$ cat src/rtl/load_store_unit.sv
// Single-outstanding load/store unit that bridges an execute-stage request to a word-wide bus.
// Checks alignment, lane-aligns store data and byte enables, and shifts and extends load data.
module load_store_unit #(
    parameter int ADDR_W = 32,
    parameter int DATA_W = 32
) (
    input  logic              clk,
    input  logic              rst_n,
    // Both request and bus sides use valid/ready: a transfer happens on the rising edge
    // where valid and ready (req_ready / mem_gnt) are both 1; valid and payload hold until then.
    input  logic              req_valid,
    output logic              req_ready,
    input  logic              req_we,
    input  logic [1:0]        req_wdsrc,
    input  logic [2:0]        req_ldsel,
    input  logic [ADDR_W-1:0] req_addr,
    input  logic [DATA_W-1:0] req_wdata,
    output logic              resp_valid,
    output logic [DATA_W-1:0] resp_rdata,
    output logic              resp_err,
    output logic              mem_req,
    input  logic              mem_gnt,
    output logic [ADDR_W-1:0] mem_addr,
    output logic              mem_we,
    output logic [3:0]        mem_be,
    output logic [DATA_W-1:0] mem_wdata,
    input  logic              mem_rvalid,
    input  logic [DATA_W-1:0] mem_rdata,
    // FSM state: 0 = IDLE, 1 = REQ, 2 = WAIT, 3 = RESP
    output logic [1:0]        dbg_state
);

    typedef enum logic [1:0] {
        S_IDLE = 2'd0,
        S_REQ  = 2'd1,
        S_WAIT = 2'd2,
        S_RESP = 2'd3
    } state_t;

    localparam logic [1:0] SZ_B  = 2'd0;
    localparam logic [1:0] SZ_H  = 2'd1;
    localparam logic [1:0] SZ_W  = 2'd2;

    localparam logic [2:0] LD_RDS8  = 3'd0;
    localparam logic [2:0] LD_RDS16 = 3'd1;
    localparam logic [2:0] LD_RD32  = 3'd2;
    localparam logic [2:0] LD_RDZ8  = 3'd3;
    localparam logic [2:0] LD_RDZ16 = 3'd4;

    state_t              state_q, state_d;
    logic                accept;
    logic                illegal;
    logic [3:0]          be_d;
    logic [DATA_W-1:0]   wdata_d;
    logic [DATA_W-1:0]   shifted;
    logic [DATA_W-1:0]   load_data;

    logic                we_q;
    logic [2:0]          ldsel_q;
    logic [1:0]          off_q;
    logic [ADDR_W-1:0]   addr_q;
    logic [3:0]          be_q;
    logic [DATA_W-1:0]   wdata_q;
    logic                err_q;
    logic [DATA_W-1:0]   rdata_q;

    assign accept = req_valid && (state_q == S_IDLE);

    always_comb begin
        illegal = 1'b0;
        if (req_we) begin
            case (req_wdsrc)
                SZ_B:    illegal = 1'b0;
                SZ_H:    illegal = req_addr[0];
                SZ_W:    illegal = |req_addr[1:0];
                default: illegal = 1'b1;
            endcase
        end else begin
            case (req_ldsel)
                LD_RDS8, LD_RDZ8:   illegal = 1'b0;
                LD_RDS16, LD_RDZ16: illegal = req_addr[0];
                LD_RD32:            illegal = |req_addr[1:0];
                default:            illegal = 1'b1;
            endcase
        end
    end

    // Stores replicate the datum across every lane so the byte enables alone pick the target bytes.
    always_comb begin
        be_d    = 4'b1111;
        wdata_d = req_wdata;
        if (req_we) begin
            case (req_wdsrc)
                SZ_B: begin
                    be_d    = 4'b0001 << req_addr[1:0];
                    wdata_d = {4{req_wdata[7:0]}};
                end
                SZ_H: begin
                    be_d    = 4'b0011 << req_addr[1:0];
                    wdata_d = {2{req_wdata[15:0]}};
                end
                default: begin
                    be_d    = 4'b1111;
                    wdata_d = req_wdata;
                end
            endcase
        end
    end

    always_comb begin
        shifted   = mem_rdata >> {off_q, 3'b000};
        load_data = '0;
        case (ldsel_q)
            LD_RDS8:  load_data = {{24{shifted[7]}}, shifted[7:0]};
            LD_RDZ8:  load_data = {24'h0, shifted[7:0]};
            LD_RDS16: load_data = {{16{shifted[15]}}, shifted[15:0]};
            LD_RDZ16: load_data = {16'h0, shifted[15:0]};
            LD_RD32:  load_data = shifted;
            default:  load_data = '0;
        endcase
    end

    always_comb begin
        state_d   = state_q;
        req_ready = 1'b0;
        case (state_q)
            S_IDLE: begin
                req_ready = 1'b1;
                if (req_valid) state_d = illegal ? S_RESP : S_REQ;
            end
            S_REQ:  if (mem_gnt)    state_d = S_WAIT;
            S_WAIT: if (mem_rvalid) state_d = S_RESP;
            S_RESP: state_d = S_IDLE;
        endcase
    end

    always_ff @(posedge clk or negedge rst_n) begin
        if (!rst_n) begin
            state_q <= S_IDLE;
            we_q    <= 1'b0;
            ldsel_q <= '0;
            off_q   <= '0;
            addr_q  <= '0;
            be_q    <= '0;
            wdata_q <= '0;
            err_q   <= 1'b0;
            rdata_q <= '0;
        end else begin
            state_q <= state_d;
            if (accept) begin
                we_q    <= req_we;
                ldsel_q <= req_ldsel;
                off_q   <= req_addr[1:0];
                addr_q  <= {req_addr[ADDR_W-1:2], 2'b00};
                be_q    <= be_d;
                wdata_q <= wdata_d;
                err_q   <= illegal;
                rdata_q <= '0;
            end
            // Stores complete through the same rvalid path but must report zero data.
            if ((state_q == S_WAIT) && mem_rvalid) begin
                rdata_q <= we_q ? '0 : load_data;
            end
        end
    end

    assign mem_req    = (state_q == S_REQ);
    assign mem_we     = we_q && mem_req;
    assign mem_addr   = addr_q;
    assign mem_be     = be_q;
    assign mem_wdata  = wdata_q;
    assign resp_valid = (state_q == S_RESP);
    assign resp_err   = err_q && resp_valid;
    assign resp_rdata = rdata_q;
    assign dbg_state  = state_q;

endmodule

$ cat config.mk
export PLATFORM = sky130hd
export DESIGN_NAME = load_store_unit
export DESIGN_NICKNAME = d
export VERILOG_FILES = /design/src/rtl/load_store_unit.sv
export SDC_FILE = /design/constraint.sdc
export NUM_CORES = 1
export LEC_CHECK = 0
export ABC_AREA = 1
export ABC_CLOCK_PERIOD_IN_PS = 1800
export CAP_MARGIN = 20
export CORE_MARGIN = 5
export CORE_UTILIZATION = 44
export CTS_CLUSTER_DIAMETER = 40
export CTS_CLUSTER_SIZE = 25
export DETAILED_ROUTE_END_ITERATION = 10
export PLACE_DENSITY = 0.82
export SLEW_MARGIN = 20
export SYNTH_ARGS = -nofsm -noshare
export SYNTH_HDL_FRONTEND = slang
export SYNTH_SLANG_ARGS = --single-unit
$ cat constraint.sdc
create_clock -name clk -period 1.8 [get_ports clk]
set_clock_uncertainty 0.05 [all_clocks]
set_input_delay 0.18 -clock clk [delete_from_list [all_inputs] [get_ports clk]]
set_output_delay 0.18 -clock clk [all_outputs]
set_load 0.05 [all_outputs]
==> flow_metrics.env <==
export IMPL_rsz0062_at_grt="no"
export IMPL_ys_flop_type="dfrtp_1"
export IMPL_drt_first_pass_iters=5
export IMPL_clockBufferDepth=2
export IMPL_path_class="flop to primary output"
export IMPL_synth_commonest_cells="nand2_1 (362), dfrtp_1 (107), nand3_1 (50)"
export IMPL_initial_utilization=0.4532
export IMPL_leakagePower_nw=4.277
export IMPL_synth_most_common_cell="nand2_1"
export IMPL_grt_pass1_wl_um=26250
export IMPL_yosysWarnings=0
export IMPL_slew_headroom=0.6350
export IMPL_crit_buf_inv=1
export IMPL_antenna_found_initial=0
export IMPL_ys_top_cells_by_area="dfrtp_1 (51%), nand2_1 (26%), nand3_1 (4.8%), inv_1 (3.2%), o21ai_0 (2.9%)"
export IMPL_ios=214
export IMPL_cts_made_buffers=9
export IMPL_antenna_cells=0
export IMPL_path_clk_slew_ns=0.08
export IMPL_cts_root_buf="clkbuf_16"
export IMPL_yosysSeqAreaShare=0.5109
export IMPL_synth_top_cell_area_share=0.5109
export IMPL_status="finished, final reports clean"
export IMPL_insertion_delay_ns=0.35
export IMPL_synth_edff_count=0
export IMPL_yosysTopAreaCell="dfrtp_1"
export IMPL_endpoint_kind="primary output"
export IMPL_dp_hpwl_um=12200
export IMPL_place_gp_congestion=0.9068
export IMPL_row_count=39
export IMPL_maxSlewViolCount=0
export IMPL_drt_total_wl_um=16500
export IMPL_syn_cell_area_um2=5241
export IMPL_hold_viol_final=0
export IMPL_period_share=0.9848
export IMPL_ant_nets=0
export IMPL_ys_ff_latch=107
export IMPL_synth_area_per_cell_um2=7.531
export IMPL_track_usage=0.2286
export IMPL_grt_max_degree=41
export IMPL_drive_above_1_share=0.1123
export IMPL_fin_setup_tns_ns=0
export IMPL_cp_required_ns=1.57
export IMPL_synthArstFlopShare=1.000
export IMPL_max_freq_ghz=0.5641
export IMPL_overflow=0
export IMPL_die_w_um=119.1
export IMPL_numClockSinks=107
export IMPL_worstPathCellList="clkdlybuf4s50_1"
export IMPL_ir_worst_vdd_uv=1085
export IMPL_grt_pass1_vias=5257
export IMPL_drtIter0Drc=516
export IMPL_cts_tree="done"
export IMPL_die_area_um2=14190
export IMPL_setup_viol=0
export IMPL_worst_path_largest_cell_delay_ns=0.83
export IMPL_chipHeight_um=119.1
export IMPL_period_needed_ns=1.773
export IMPL_worst_slew_pin_slew_ns=0.5458
export IMPL_setup_ws_ns=0.02732
export IMPL_crit_fanout=2
export IMPL_post_drt_wl_per_cell_um=15.56
export IMPL_cp_slowest_cell="clkdlybuf4s50_1"
export IMPL_syn_inst=696
export IMPL_synth_cell_types=27
export IMPL_final_nets=1023
export IMPL_drc=0
export IMPL_viasPerCell=4.966
export IMPL_min_path_type="primary input to async pin"
export IMPL_htree_levels=3
export IMPL_portBuffers=211
export IMPL_area_growth_pct=52.28
export IMPL_core_um2=11560
export IMPL_maxCapViolCount=0
export IMPL_vias=5264
export IMPL_place_ws_ns=0.1088
export IMPL_critPathTopFamily="buffers and inverters"
export IMPL_arrival_ns=1.54
export IMPL_p_per_area_nw_per_um2=2011
export IMPL_critPathLaunchType="flop"
==> placed cells by master (no fill, tap or decap), types with 2 or more instances in the layout <==
master           count
dlymetal6s2s_1      13
conb_1               2
dfrtp_1            104
a21oi_1              6
nand2_1            361
clkinv_2             2
o211ai_1            17
nor3_1               2
ha_2                 2
o22ai_1              8
buf_12              11
clkbuf_16           11
o21ai_1              6
clkdlybuf4s50_1    156
o21ai_0             30
dfrtp_2              3
inv_1               43
inv_6                3
nand3_1             50
inv_2                3
nor2_1              12
buf_4               58
==> cell type report <==
cell class,count,area (um^2)
flip-flops and latches,107,2681
well taps,143,178.9
clock buffers,10,239.0
clock inverters,6,45.04
inverters,46,172.7
fillers,913,3583
multi-input cells,507,2225
repair buffers,241,2440
==> registers in the layout (all words and copies together) (netlist names) <==
name / flops
err_q: 1
we_q: 1
off_q: 2
ldsel_q: 3
mem_wdata: 32
mem_addr: 30
dbg_state: 2
mem_be: 4
resp_rdata: 32
==> worst paths after layout <==
path	startpoint	to	slack (ns)	depth (start not counted)
worst max-delay path	mem_wdata[9]	mem_wdata[9]	0.03	1
min in group clk	req_addr[12]	mem_addr[12]	0.31	3
worst max register to register	dbg_state[1]	mem_wdata[18]	0.12	9
worst min register to register	mem_addr[27]	mem_addr[27]	0.43	2
max in group asynchronous	rst_n	dbg_state[0]	0.81	3
worst min-delay path	rst_n	resp_rdata[10]	0.25	2
==> metal layers <==
metal  part of all wire  track usage  vias up
met5                  0            0        -
met4              0.020      0.07241        0
met3               0.13      0.08957       24
met2               0.46       0.3702      248
met1               0.39       0.2820     2377
li1                   -            -     2615
==> where the power goes <==
group	total (mW)	internal (mW)	switching [mW]
logic	9.88	3.26	6.62
clock network	1.93	0.991	0.934
registers	4.24	3.51	0.728
total	16.1	7.77	8.28
==> timing repair <==
action                                  CTS  global route
endpoints found under the setup margin    0            18
hold endpoints to repair                 24             0
setup buffers                             0             2
gates resized for setup                   0            16
hold buffers                              1             0
==> metrics by stage <==
stage               hold WS (ns)  cell area (um^2)  power [mW]  cells    util
global placement         0.06681              7586       14.01   1039  0.6560
finish                    0.2508              7981       16.05   1060  0.6901
global route              0.2924              7981       17.01   1060  0.6901
CTS                       0.2568              7880       16.10   1056  0.6814
floorplan                -0.1656              5265       10.68    697       -
detailed placement       0.07619              7586       14.11   1039  0.6560
==> logic make-up (layout without fill, tap and decap cells) <==
| family | count (synthesis) | after routing | synth area share |
|---|---|---|---|
| buffers and inverters | 83 | 303 | 0.07042 |
| other | 1 | 2 | 0.0007155 |
| AO/OA/AOI/OAI | 70 | 70 | 0.07902 |
| AND/OR/NAND/NOR | 431 | 431 | 0.3294 |
| adder cells (fa/ha/maj) | 4 | 4 | 0.009549 |
| flip-flops | 107 | 107 | 0.5109 |
No activity file was read; power rests on OpenSTA's default activity.
